[src/rtl/ysyx_24080006_pkg.sv]
// ysyx_24080006_pkg: shared MDU encodings, controller states and RV32M funct3 codes
package ysyx_24080006_pkg;
  localparam logic [1:0] ALU_MULL = 2'd0;
  localparam logic [1:0] ALU_MULH = 2'd1;
  localparam logic [1:0] ALU_DIV  = 2'd2;
  localparam logic [1:0] ALU_REM  = 2'd3;
  typedef struct packed {
    logic [1:0] mdu_op;
    logic       signed_a;
    logic       signed_b;
  } mdu_set_t;
  typedef enum logic [1:0] {MC_IDLE, MC_BUSY, MC_DRAIN, MC_RESP} mdu_ctrl_fsm_e;
  localparam logic [2:0] F3_MUL    = 3'b000;
  localparam logic [2:0] F3_MULH   = 3'b001;
  localparam logic [2:0] F3_MULHSU = 3'b010;
  localparam logic [2:0] F3_MULHU  = 3'b011;
  localparam logic [2:0] F3_DIV    = 3'b100;
  localparam logic [2:0] F3_DIVU   = 3'b101;
  localparam logic [2:0] F3_REM    = 3'b110;
  localparam logic [2:0] F3_REMU   = 3'b111;
endpackage

[src/rtl/ysyx_24080006_mdu_dec.sv]
// ysyx_24080006_mdu_dec: RV32M funct3 to MDU op/sign settings
module ysyx_24080006_mdu_dec
  import ysyx_24080006_pkg::*;
(
  input  logic [2:0] funct3,
  output mdu_set_t   mdu_set
);
  always_comb begin
    mdu_set.mdu_op   = funct3[2] ? (funct3[1] ? ALU_REM : ALU_DIV) : (funct3 == F3_MUL ? ALU_MULL : ALU_MULH);
    mdu_set.signed_a = funct3[2] ? ~funct3[0] : funct3 != F3_MULHU;
    mdu_set.signed_b = funct3[2] ? ~funct3[0] : ~funct3[1];
  end
endmodule

[src/rtl/ysyx_24080006_mdu_ctrl.sv]
// ysyx_24080006_mdu_ctrl: RV32M issue/response controller with flush drain and one-entry result cache
module ysyx_24080006_mdu_ctrl
  import ysyx_24080006_pkg::*;
#(
  parameter bit CACHE_EN = 1'b1
) (
  input  logic        clock,
  input  logic        reset,
  input  logic        flush,
  input  logic        in_valid,
  output logic        in_ready,
  input  logic [2:0]  in_funct3,
  input  logic [31:0] in_rs1,
  input  logic [31:0] in_rs2,
  input  logic [4:0]  in_rd,
  output logic [31:0] mdu_a,
  output logic [31:0] mdu_b,
  output mdu_set_t    mdu_set,
  output logic        mdu_valid,
  input  logic [31:0] mdu_o,
  input  logic        mdu_ready,
  output logic        out_valid,
  input  logic        out_ready,
  output logic [4:0]  out_rd,
  output logic [31:0] out_data,
  output logic        busy
);
  mdu_ctrl_fsm_e state, state_n;
  logic [31:0] a_q, b_q, res_q, key_a, key_b, cache_data;
  logic [2:0]  f3_q, key_f3;
  logic [4:0]  rd_q;
  logic        cache_valid, accept, hit, done;
  assign in_ready  = (state == MC_IDLE) & ~flush;
  assign accept    = in_valid & in_ready;
  assign hit       = cache_valid & (key_f3 == in_funct3) & (key_a == in_rs1) & (key_b == in_rs2);
  assign done      = (state == MC_BUSY) & mdu_ready & ~flush;
  assign mdu_valid = (state == MC_BUSY) | (state == MC_DRAIN);
  assign out_valid = (state == MC_RESP) & ~flush;
  assign busy      = state != MC_IDLE;
  assign mdu_a     = a_q;
  assign mdu_b     = b_q;
  assign out_rd    = rd_q;
  assign out_data  = res_q;
  ysyx_24080006_mdu_dec u_dec (
    .funct3  (f3_q),
    .mdu_set (mdu_set)
  );
  always_ff @(posedge clock or negedge reset)
    if (!reset) state <= MC_IDLE;
    else state <= state_n;
  always_comb begin
    state_n = state;
    case (state)
      MC_IDLE:  state_n = accept ? (hit ? MC_RESP : MC_BUSY) : MC_IDLE;
      MC_BUSY:  state_n = flush ? (mdu_ready ? MC_IDLE : MC_DRAIN) : (mdu_ready ? MC_RESP : MC_BUSY);
      MC_DRAIN: state_n = mdu_ready ? MC_IDLE : MC_DRAIN;
      MC_RESP:  state_n = (flush | out_ready) ? MC_IDLE : MC_RESP;
      default:  state_n = MC_IDLE;
    endcase
  end
  always_ff @(posedge clock or negedge reset)
    if (!reset) begin
      a_q   <= '0;
      b_q   <= '0;
      f3_q  <= '0;
      rd_q  <= '0;
      res_q <= '0;
    end else begin
      if (accept) begin
        a_q  <= in_rs1;
        b_q  <= in_rs2;
        f3_q <= in_funct3;
        rd_q <= in_rd;
      end
      res_q <= (accept & hit) ? cache_data : done ? mdu_o : res_q;
    end
  if (CACHE_EN) begin : g_cache
    always_ff @(posedge clock or negedge reset)
      if (!reset) begin
        cache_valid <= 1'b0;
        key_f3      <= '0;
        key_a       <= '0;
        key_b       <= '0;
        cache_data  <= '0;
      end else if (done) begin
        cache_valid <= 1'b1;
        key_f3      <= f3_q;
        key_a       <= a_q;
        key_b       <= b_q;
        cache_data  <= mdu_o;
      end
  end else begin : g_nocache
    assign cache_valid = 1'b0;
    assign key_f3      = '0;
    assign key_a       = '0;
    assign key_b       = '0;
    assign cache_data  = '0;
  end
endmodule

[config.mk]
export PLATFORM = sky130hd
export DESIGN_NAME = ysyx_24080006_mdu_ctrl
export DESIGN_NICKNAME = d
export VERILOG_FILES = /design/src/rtl/ysyx_24080006_pkg.sv /design/src/rtl/ysyx_24080006_mdu_dec.sv /design/src/rtl/ysyx_24080006_mdu_ctrl.sv
export SDC_FILE = /design/constraint.sdc
export NUM_CORES = 1
export LEC_CHECK = 0
export ABC_AREA = 1
export BUFFER_PORTS_ARGS = -buffer_cell sky130_fd_sc_hd__buf_4
export CAP_MARGIN = 0
export CORE_MARGIN = 2
export CORE_UTILIZATION = 55
export DETAILED_ROUTE_END_ITERATION = 10
export GPL_ROUTABILITY_DRIVEN = 1
export GPL_TIMING_DRIVEN = 0
export PLACE_DENSITY_LB_ADDON = 0.2
export SYNTH_ARGS = -nofsm -noshare
export SYNTH_HDL_FRONTEND = slang
export SYNTH_SLANG_ARGS = --single-unit
[constraint.sdc]
create_clock -name clock -period 1.9 [get_ports clock]
set_input_delay 0.095 -clock clock [delete_from_list [all_inputs] [get_ports clock]]
set_output_delay 0.095 -clock clock [all_outputs]
set_load 0.05 [all_outputs]
==> results.rst, run 1 <==
.. list-table::
   :header-rows: 1

   * - Metric
     - Value
   * - Run status
     - complete, but fails checks
   * - Violations in the final reports
     - setup timing
   * - Clock sink count
     - about 210
   * - Power density normalized to cell area
     - 1700 mW/mm^2
   * - Syn. warnings
     - 0
   * - Worst VDD drop
     - ~1400 uV
   * - Total placed cells including tap cells
     - 1752
   * - Final critical delay including setup and external delays
     - just over 2000 ps
   * - Slew at the pin with the worst max-slew slack
     - ~640 ps
   * - Via count
     - 10161
   * - DRC violation count after routing
     - 0
   * - GR met2 Demand/Resource
     - a little under three fifths
   * - Worst Path Max Fanout
     - 7
   * - Relative area change from synthesis to final layout
     - 41.6%
   * - Class of the tightest hold or removal check
     - in -> reg
   * - Floorplan core area
     - ~0.018 mm^2
   * - Post-layout nets
     - between 1500 and 2000
   * - Routed wire length
     - 32500 um
   * - Fin crit share
     - 106%
   * - Final std cells w/o fill
     - about 1900
   * - Final global-route overflow total
     - 0
   * - Post-route antenna net violation count
     - 0
   * - Via count of the first global-routing pass
     - around 10000
   * - Routing usage on met1
     - 42.6%
   * - Clock-pin slew of the registers on the worst-case setup and hold paths
     - 60 ps
   * - Final Cell Area
     - between 0.01 and 0.015 mm^2
   * - Global-route wire length before repair
     - about 50000 um
   * - Ratio of routed vias to standard cells
     - between 5 and 6
   * - Tot GR Track Use
     - ~33%
   * - Sum of negative setup slack
     - -2490 ps
   * - Met3 layer usage reported by global route
     - around 4.0%
   * - Clock network latency to the later pin of the worst-skew pair
     - just over 500 ps
   * - Deepest clock path buffer count
     - 3
   * - # Max-Cap Violations
     - 0
   * - Sequential cell area fraction in the yosys report
     - approximately 52%
   * - Top Ports
     - roughly 220
   * - Number of setup violations in the final report
     - 37
   * - Effective utilization at floorplan
     - a little under three fifths
   * - Netlist area before placement
     - slightly below 0.01 mm^2
   * - Maximum operating frequency
     - 0.497 GHz
   * - Most utilized layer in the global route result
     - met2
   * - Synthesized Nets
     - 1419
   * - Number of iterations in the first detailed-routing pass
     - 7
   * - Drt first-iter violations
     - around 730
   * - Min setup slack post-route
     - -111 ps
   * - Clock root cell
     - sky130_fd_sc_hd__clkbuf_16
   * - Final-report hold violation count
     - 0
   * - Critical Path Start Type
     - flop
   * - Final Skew
     - about 14 ps
   * - Height of the die
     - between 100 and 150 um
   * - CTS buffer count
     - 22
   * - Initial antenna violation count
     - 1
   * - Max-slew violation count
     - 0
   * - Static power due to leakage
     - approximately 7.6 nW
   * - Clock tree from TritonCTS
     - yes
   * - Maximum number of pins on one net before global-route repair
     - between 100 and 150
   * - Synthesized instance count
     - between 1000 and 1500
   * - Die width
     - 138 um
   * - Synth Register Bits
     - between 200 and 250
   * - Number of library cell types mapped by synthesis
     - 26
   * - Data arrival time of the worst path
     - 2400 ps
   * - Die area
     - approximately 0.019 mm^2
   * - Row cnt
     - 49
   * - Setup repair after global routing missed its margin
     - yes
   * - Max transition margin
     - a little under three fifths
   * - Cell area after placement
     - 0.0118 mm^2
   * - Quantity of I/O buffers inserted on ports
     - ~220
   * - Layout cell share with drive strength beyond 1
     - between 20% and 30%
   * - Detail Placement HPWL
     - around 22000 um
   * - Wire length per cell
     - around 17 um
   * - Syn_area_per_cell
     - approximately 7.6 um^2
   * - Kind of end point of the critical path
     - flop
   * - Crit Path Class
     - reg -> reg
   * - Data required time at the worst endpoint
     - approximately 2300 ps
   * - Global placer's final weighted congestion
     - around 0.93
   * - Depth of the CTS H-tree
     - 1
through the flow:
step	util [%]	setup WS (ps)	hold WS, ps	total power, W
6_report	78.7	-111	39.8	0.0238
5_1_grt	78.7	-210	44.1	0.0250
4_1_cts	78.1	-48.7	25.9	0.0235
3_5_place_dp	66.6	-339	139	0.0187
3_3_place_gp	66.4	-726	327	0.0184
2_1_floorplan	-	-333	-201	0.0150
critical path, cell delays in order (launching register included):
cell and delay, ps:
sky130_fd_sc_hd__dfrtp_1 430, sky130_fd_sc_hd__inv_2 100, sky130_fd_sc_hd__ha_4 140, sky130_fd_sc_hd__inv_4 40
sky130_fd_sc_hd__nor2_4 120, sky130_fd_sc_hd__nand2_4 90, sky130_fd_sc_hd__nor2_2 80, sky130_fd_sc_hd__nand2_1 50
sky130_fd_sc_hd__nor2_1 100, sky130_fd_sc_hd__nand2_1 100, sky130_fd_sc_hd__nor2_4 120, sky130_fd_sc_hd__buf_12 150
sky130_fd_sc_hd__clkbuf_16 140, sky130_fd_sc_hd__nand4_1 80, sky130_fd_sc_hd__nand2_1 80, sky130_fd_sc_hd__nand2_1 50
Yosys cell counts (all sizes together):
library cell  instances  area (um^2)
nand4                40          250
o211a                 1         10.0
ha                    5         62.6
mux2                  7         78.8
nor2                 79          302
nor3                  2         10.0
o21ai               167          836
nand3                41          205
clkbuf               32          120
and3                  1         6.26
a22oi                 1         7.51
nor3b                 1         7.51
and2                  1         6.26
nand3b                1         7.51
dfrtp               206         5150
buf                  25          166
xnor2                 6         52.6
inv                 170          638
a21oi                 6         30.0
nand2               511         1920
xor2                  1         8.76
path summary, 6_finish.rpt:
check,start,endpoint,slack [ps],cells after the start
min in group asynchronous,reset,out_data[26]$_DFFE_PN0P_,170,2
min reg2reg,f3_q[1]$_DFFE_PN0P_,f3_q[1]$_DFFE_PN0P_,490,2
max in group asynchronous,reset,key_b[6]$_DFFE_PN0P_,680,3
max,state[0]$_DFF_PN0_,out_data[12]$_DFFE_PN0P_,-110,15
max reg2reg,state[0]$_DFF_PN0_,out_data[12]$_DFFE_PN0P_,-110,15
min,out_ready,state[0]$_DFF_PN0_,40,4
power breakdown:
group | internal [W] | total [W] | switching (W)
Clock | 0.00266 | 0.00443 | 0.00177
Sequential | 0.00649 | 0.00786 | 0.00138
Combinational | 0.00357 | 0.0115 | 0.00792
Total | 0.0127 | 0.0238 | 0.0111
final cells by class:
type                       count  area, um^2
timing repair buffer         341        2890
clock buffer                  34         697
clock inverter                 6        58.8
sequential                   206        5150
tap                          229         287
multi-input combinational    871        3870
buffer                        57         395
inverter                     170         641
fill                        1216        3780
antenna                        1        2.50
registers in the layout (all words and copies together), names as in the netlist:
register     flops
f3_q             3
key_b           32
mdu_a           32
out_rd           5
cache_valid      1
cache_data      32
key_a           32
key_f3           3
mdu_b           32
state            2
out_data        32
kinds of logic (layout without fill, tap and decap cells):
logic type	Yosys count	count (layout)	synth area share (%)
simple gates	677	677	27.5
buf+inv	227	608	9.36
flops	206	206	52.2
compound gates	175	175	8.94
xor+xnor	7	7	0.621
mux	7	7	0.798
fa+ha+maj	5	5	0.633
other cells	0	1	0
what timing repair did:
| item | CTS | global route |
|---|---|---|
| hold buffers | 107 | 0 |
| setup buffers | 7 | 4 |
| pin swaps | 14 | 23 |
| hold endpoints to repair | 222 | 0 |
| setup endpoints to repair | 198 | 185 |
| gates cloned | 3 | 1 |
| resized for setup | 53 | 35 |
layout by cell type, fill, tap and decap left out, drive strengths merged:
cell type / count
and2: 1
a21oi: 6
o211a: 1
diode: 1
clkinv: 5
nand3b: 1
dlygate4sd3: 107
xor2: 1
a22oi: 1
nand2: 511
nor3: 2
nand4: 40
bufinv: 1
ha: 5
dfrtp: 206
clkbuf: 65
and3: 1
inv: 170
o21ai: 167
nor2: 79
buf: 260
mux2: 7
nand3: 41
nor3b: 1
xnor2: 6
metal layers:
metal,vias up,routed length (um),part of all wire (%)
li1,4785,-,-
met1,4749,12600,39
met2,511,15900,49
met3,116,2420,7.4
met4,0,1550,4.8
met5,-,0,0
(Power assumes the default switching activity.)
==> run 2, diff against run 1 <==
Settings changed: CORE_MARGIN 2 to 5.
==> run 2 against run 1 <==
  * The flow still finishes with violations (setup timing)
  * Non-clock buffer count fell by 3
  * Hold slack improved by 4.0 ps
  * Sequential share of layout area fell by 0.24 points
  * Critical path type unchanged
==> results.rst, run 2 (same netlist as run 1, synthesis figures left out) <==
.. list-table::
   :header-rows: 1

   * - Metric
     - Value
   * - Comb power frac
     - between 40% and 50%
   * - Initial antenna violation count
     - 1
   * - Data arrival time of the worst path
     - approximately 2400 ps
   * - Max-slew violation count
     - 0
   * - Relative area change from synthesis to final layout
     - 42.6%
   * - Post-layout nets
     - approximately 1800
   * - Row cnt
     - slightly below 50
   * - Run status
     - complete, but fails checks
   * - Min setup slack post-route
     - -101 ps
   * - Class of the tightest hold or removal check
     - in -> reg
   * - CTS buffer count
     - 23
   * - Switching portion of total power
     - a little under half
   * - Clock network fraction of design power
     - 19.4%
   * - Total placed cells including tap cells
     - 1752
   * - Final global-route overflow total
     - 0
   * - Crit Path Class
     - reg -> reg
   * - Effective utilization at floorplan
     - between 50% and 60%
   * - Worst VDD drop
     - roughly 1400 uV
   * - Number of setup violations in the final report
     - 33
   * - Die width
     - between 100 and 150 um
   * - Final critical delay including setup and external delays
     - around 2000 ps
   * - Commonest cells after routing, fill and taps aside
     - sky130_fd_sc_hd__nand2_1, sky130_fd_sc_hd__buf_4, sky130_fd_sc_hd__dfrtp_1
   * - Detail Placement HPWL
     - ~22000 um
   * - Depth of the CTS H-tree
     - 1
   * - Via count of the first global-routing pass
     - approximately 10000
   * - Critical register-to-register path startpoint
     - state[0]$_DFF_PN0_
   * - # Max-Cap Violations
     - 0
   * - Clock root cell
     - sky130_fd_sc_hd__clkbuf_16
   * - Final std cells w/o fill
     - 1912
   * - Data required time at the worst endpoint
     - 2290 ps
   * - Top Ports
     - 219
   * - Global placer's final weighted congestion
     - around 0.94
   * - Clock network latency to the later pin of the worst-skew pair
     - about 510 ps
   * - Hold EP
     - state[0]$_DFF_PN0_
   * - Critical Path Start Type
     - flop
   * - Reg-to-Reg End
     - out_data[16]$_DFFE_PN0P_
   * - Net switching power
     - ~0.011 W
   * - Quantity of I/O buffers inserted on ports
     - between 200 and 250
   * - Maximum number of pins on one net before global-route repair
     - 122
   * - Clock tree from TritonCTS
     - yes
   * - Deepest clock path buffer count
     - 3
   * - Internal reg-to-reg setup slack
     - -100 ps
   * - Static power due to leakage
     - around 7.6 nW
   * - Number of iterations in the first detailed-routing pass
     - 5
   * - Worst-case reg-to-reg path depth
     - 13
   * - Tot GR Track Use
     - 31.0%
   * - Floorplan core area
     - approximately 0.018 mm^2
   * - Fin crit share
     - 105%
   * - Routed wire length
     - 33000 um
   * - Sum of negative setup slack
     - -1610 ps
   * - Most common library cell in the layout ignoring fill and taps
     - sky130_fd_sc_hd__nand2_1
   * - Via count
     - between 10000 and 15000
   * - Depth of the worst hold-timing path
     - 4
   * - Max transition margin
     - between 50% and 60%
   * - Worst Path Max Fanout
     - 10
   * - Ratio of routed vias to standard cells
     - 5.30
   * - Post-layout util
     - about four fifths
   * - Setup repair after global routing missed its margin
     - yes
   * - Final-report hold violation count
     - 0
   * - Layout cell share with drive strength beyond 1
     - 20.9%
   * - Post-route antenna net violation count
     - 0
   * - Wire length per cell
     - 17.3 um
   * - Power density normalized to cell area
     - roughly 1700 mW/mm^2
   * - Die area
     - 0.0207 mm^2
   * - Global-route wire length before repair
     - 50700 um
   * - DRC violation count after routing
     - 0
   * - Drt first-iter violations
     - 735
   * - Clock sink count
     - approximately 200
   * - Clock-pin slew of the registers on the worst-case setup and hold paths
     - around 70 ps
   * - Worst hold path startpoint
     - out_ready
   * - Sequential share of power
     - 32.9%
   * - Cell internal pwr
     - between 0.01 and 0.015 W
   * - Final Skew
     - between 10 and 15 ps
   * - Maximum operating frequency
     - ~0.5 GHz
   * - Height of the die
     - around 140 um
   * - Kind of end point of the critical path
     - flop
   * - Slew at the pin with the worst max-slew slack
     - around 650 ps
   * - Violations in the final reports
     - setup timing
[run 2: per-layer routing]
| metal | track usage (%) | vias up | routed length (um) |
|---|---|---|---|
| li1 | - | 4776 | - |
| met1 | 39.2 | 4704 | 12400 |
| met2 | 52.9 | 540 | 16200 |
| met3 | 5.46 | 109 | 2860 |
| met4 | 13.1 | 0 | 1500 |
| met5 | 0 | - | 0 |
[run 2: critical path, stage by stage, from the launching register on]
cell	delay, ps
sky130_fd_sc_hd__dfrtp_1	430
sky130_fd_sc_hd__inv_2	100
sky130_fd_sc_hd__ha_4	130
sky130_fd_sc_hd__inv_2	40
sky130_fd_sc_hd__nor2_4	130
sky130_fd_sc_hd__nand2_4	90
sky130_fd_sc_hd__nor2_2	80
sky130_fd_sc_hd__nand4_1	100
sky130_fd_sc_hd__nor2_1	140
sky130_fd_sc_hd__nand3_2	140
sky130_fd_sc_hd__buf_8	190
sky130_fd_sc_hd__buf_8	140
sky130_fd_sc_hd__nand3_1	80
sky130_fd_sc_hd__nand2_1	90
[run 2: final cells by class]
cell class	count	area (um^2)
tap	229	287
timing repair buffer	338	2910
clock buffer	28	614
buffer	57	422
inverter	170	638
fill	1225	3750
antenna	2	5.00
multi-input combinational	871	3900
clock inverter	11	155
sequential	206	5150
[run 2: repair_timing]
item | in CTS | in global routing
resized for setup | 46 | 64
endpoints found under the hold margin | 223 | 0
cloned | 2 | 3
pin swaps | 3 | 22
hold buffers | 107 | 0
buffers inserted | 4 | 3
endpoints found under the setup margin | 190 | 155
[run 2: through the flow]
| step | hold slack (ps) | setup slack, ps | total power, W | instance area (um^2) |
|---|---|---|---|---|
| floorplan | -201 | -333 | 0.0150 | 9890 |
| global placement | 330 | -733 | 0.0185 | 11800 |
| detailed placement | 139 | -335 | 0.0187 | 11800 |
| CTS | 17.4 | -9.97 | 0.0237 | 13800 |
| global route | 90.4 | -189 | 0.0253 | 14100 |
| finish | 43.8 | -101 | 0.0240 | 14100 |
[run 2: worst max-delay path by stage]
| stage | from | to | slack [ps] |
|---|---|---|---|
| 2_1_floorplan | state[0]$_DFF_PN0_ | out_data[10]$_DFFE_PN0P_ | -330 |
| 3_3_place_gp | reset | key_b[17]$_DFFE_PN0P_ | -730 |
| 3_5_place_dp | state[1]$_DFF_PN0_ | cache_data[0]$_DFFE_PN0P_ | -330 |
| 4_1_cts | state[1]$_DFF_PN0_ | out_data[17]$_DFFE_PN0P_ | -10 |
| 5_1_grt | state[0]$_DFF_PN0_ | out_data[16]$_DFFE_PN0P_ | -190 |
| 6_report | state[0]$_DFF_PN0_ | out_data[16]$_DFFE_PN0P_ | -100 |
[run 2: power groups by stage]
| stage | sequential, W | combinational, W | clock [W] |
|---|---|---|---|
| 2_1_floorplan | 0.0112 | 0.00383 | 0 |
| 3_3_place_gp | 0.00775 | 0.0107 | 0 |
| 3_5_place_dp | 0.00784 | 0.0109 | 0 |
| 4_1_cts | 0.00779 | 0.0112 | 0.00468 |
| 5_1_grt | 0.00811 | 0.0123 | 0.00484 |
| 6_report | 0.00787 | 0.0114 | 0.00464 |
==> run 3, diff against run 2 <==
Settings changed: PLACE_DENSITY set to 0.87, PLACE_DENSITY_LB_ADDON 0.2 to unset.
==> run 3 against run 2 <==
  * Sequential power up 1%
  * Sequential share of layout area up 0.28 points
  * The run still ends with setup timing left
  * Largest cell class unchanged
  * Critical path depth down 3
  * Setup slack worse by 15 ps
  * Power up 0.28%
  * Largest power group unchanged
==> results.rst, run 3 (same netlist as run 1, synthesis figures left out) <==
.. list-table::
   :header-rows: 1

   * - Metric
     - Value
   * - Global-route wire length before repair
     - between 50000 and 60000 um
   * - Clock tree from TritonCTS
     - yes
   * - Final Cell Area
     - ~0.014 mm^2
   * - Worst path most repeated cell
     - sky130_fd_sc_hd__buf_4
   * - Data arrival time of the worst path
     - roughly 2400 ps
   * - Post-layout nets
     - approximately 1800
   * - Routed wire length
     - roughly 36000 um
   * - Net switching power
     - about 0.012 W
   * - Maximum number of pins on one net before global-route repair
     - about 110
   * - Max layer used
     - met4
   * - Fin crit share
     - 106%
   * - Data required time at the worst endpoint
     - about 2300 ps
   * - Height of the die
     - about 140 um
   * - Drt first-iter violations
     - 1181
   * - Number of iterations in the first detailed-routing pass
     - 6
   * - Quantity of I/O buffers inserted on ports
     - 218
   * - Met3 Routed Length
     - 3870 um
   * - Depth of the CTS H-tree
     - 1
   * - Deepest clock path buffer count
     - 3
   * - Top Family by Delay on Critical Path
     - buffers and inverters
   * - Global placer's final weighted congestion
     - around 0.96
   * - Crit Path Class
     - reg -> reg
   * - CTS buffer count
     - 22
   * - Layout cell share with drive strength beyond 1
     - approximately 21%
   * - Slowest Stage Delay on Critical Path
     - a little under 400 ps
   * - Tot GR Track Use
     - 33.4%
   * - Total length of routed met2 wires
     - about 18000 um
   * - Final global-route overflow total
     - 0
   * - Via count
     - between 10000 and 15000
   * - Floorplan core area
     - 0.0178 mm^2
   * - Most common library cell in the layout ignoring fill and taps
     - sky130_fd_sc_hd__nand2_1
   * - Wire length per cell
     - about 19 um
   * - Setup repair after global routing missed its margin
     - yes
   * - Relative area change from synthesis to final layout
     - 41.5%
   * - Worst VDD drop
     - about 1400 uV
   * - Ratio of routed vias to standard cells
     - 5.60
   * - Via count of the first global-routing pass
     - 10728
   * - Number of setup violations in the final report
     - 35
   * - Cell internal pwr
     - roughly 0.012 W
   * - Critical Path Start Type
     - flop
   * - Sequential share of power
     - about a third
   * - DRC violation count after routing
     - 0
   * - Cell area after placement
     - 0.0118 mm^2
   * - Max-slew violation count
     - 0
   * - Initial antenna violation count
     - 1
   * - Comb power frac
     - between 40 and 50%
   * - Buffers and inverters on the worst path
     - 6
   * - Commonest cells after routing, fill and taps aside
     - sky130_fd_sc_hd__nand2_1, sky130_fd_sc_hd__buf_4, sky130_fd_sc_hd__dfrtp_1
   * - Row cnt
     - 49
   * - Violations in the final reports
     - setup timing
   * - Overall power after layout
     - between 0.02 and 0.025 W
   * - Power density normalized to cell area
     - 1720 mW/mm^2
   * - Clock root cell
     - sky130_fd_sc_hd__clkbuf_16
   * - Sum of routed wire segments on met1
     - 12500 um
   * - Die area
     - 0.0207 mm^2
   * - CP max stage cell
     - sky130_fd_sc_hd__dfrtp_1
   * - Max transition margin
     - 45.2%
   * - Clock-pin slew of the registers on the worst-case setup and hold paths
     - 60 ps
   * - # Max-Cap Violations
     - 0
   * - Final critical delay including setup and external delays
     - around 2000 ps
   * - Class of the tightest hold or removal check
     - in -> reg
   * - Top Ports
     - approximately 220
   * - Final-report hold violation count
     - 0
   * - Cells along the critical path
     - inv_2 > ha_4 > inv_4 > nor2_4 > nand2_4 > buf_4 > buf_4 > clkbuf_4 > buf_2 > o21ai_0
   * - Slew at the pin with the worst max-slew slack
     - slightly above 800 ps
   * - Maximum operating frequency
     - roughly 0.50 GHz
   * - Switching portion of total power
     - about half
   * - Effective utilization at floorplan
     - a little under three fifths
   * - Final Skew
     - around 23 ps
   * - Clock network fraction of design power
     - around 17%
   * - Min setup slack post-route
     - -116 ps
   * - Kind of end point of the critical path
     - flop
   * - Worst Path Max Fanout
     - 10
   * - Clock network latency to the later pin of the worst-skew pair
     - around 520 ps
   * - Static power due to leakage
     - between 7 and 8 nW
   * - Post-route antenna net violation count
     - 0
   * - Die width
     - about 140 um
   * - Clock sink count
     - ~200
   * - Detail Placement HPWL
     - ~23000 um
   * - Run status
     - complete, but fails checks
## run 3: final timing paths
path / from / endpoint / slack (ps) / cells after the start
max: state[1]$_DFF_PN0_ / mdu_b[6]$_DFFE_PN0P_ / -120 / 10
min: out_ready / state[0]$_DFF_PN0_ / 90 / 4
max reg2reg: state[1]$_DFF_PN0_ / mdu_b[6]$_DFFE_PN0P_ / -120 / 10
min reg2reg: cache_valid$_DFFE_PN0P_ / cache_valid$_DFFE_PN0P_ / 500 / 2
max in group asynchronous: reset / key_b[3]$_DFFE_PN0P_ / 680 / 3
min in group asynchronous: reset / out_data[24]$_DFFE_PN0P_ / 250 / 2
## run 3: what timing repair did
item | CTS | global route
setup endpoints to repair | 197 | 157
setup buffers | 10 | 3
hold buffers | 107 | 0
hold endpoints to repair | 247 | 0
pin swaps | 33 | 16
gates cloned | 3 | 0
resized for setup | 64 | 76
## run 3: routing by layer
layer  GRT usage, %  vias up
li1               -     4777
met1           41.4     4964
met2           57.1      805
met3           5.36      187
met4           16.6        0
met5              0        -
## run 3: per-stage QoR
step	std cells	setup WS [ps]	hold WS, ps	TNS (ps)	utilization [%]
after global placement	1751	-684	325	-157950	66.2
after CTS	1911	-50.9	25.1	-612	77.7
after global routing	1915	-235	111	-6030	78.4
after detailed placement	1752	-359	215	-33920	66.4
after floorplan	1304	-333	-201	-17250	-
final	1915	-116	89.9	-1740	78.4
## run 3: area by class of cell
| type | count | area, um^2 |
|---|---|---|
| plain buffers | 57 | 424 |
| flip-flops and latches | 206 | 5150 |
| inverters | 170 | 641 |
| well taps | 229 | 287 |
| repair buffers | 342 | 2890 |
| fillers | 1060 | 3860 |
| multi-input cells | 871 | 3890 |
| clock buffers | 32 | 649 |
| diodes | 1 | 2.50 |
| clock inverters | 7 | 42.5 |
## run 3: worst register-to-register path: stages, from the launching register on
cell and delay (ps):
sky130_fd_sc_hd__dfrtp_1 390, sky130_fd_sc_hd__inv_2 110, sky130_fd_sc_hd__ha_4 160, sky130_fd_sc_hd__inv_4 40, sky130_fd_sc_hd__nor2_4 110, sky130_fd_sc_hd__nand2_4 90
sky130_fd_sc_hd__buf_4 140, sky130_fd_sc_hd__buf_4 140, sky130_fd_sc_hd__clkbuf_4 200, sky130_fd_sc_hd__buf_2 230, sky130_fd_sc_hd__o21ai_0 280
## run 3: power groups by stage
| stage | Combinational (W) | Clock (W) | Sequential [W] |
|---|---|---|---|
| 2_1_floorplan | 0.00383 | 0 | 0.0112 |
| 3_3_place_gp | 0.0107 | 0 | 0.00777 |
| 3_5_place_dp | 0.0110 | 0 | 0.00787 |
| 4_1_cts | 0.0114 | 0.00416 | 0.00783 |
| 5_1_grt | 0.0126 | 0.00435 | 0.00817 |
| 6_report | 0.0119 | 0.00417 | 0.00798 |
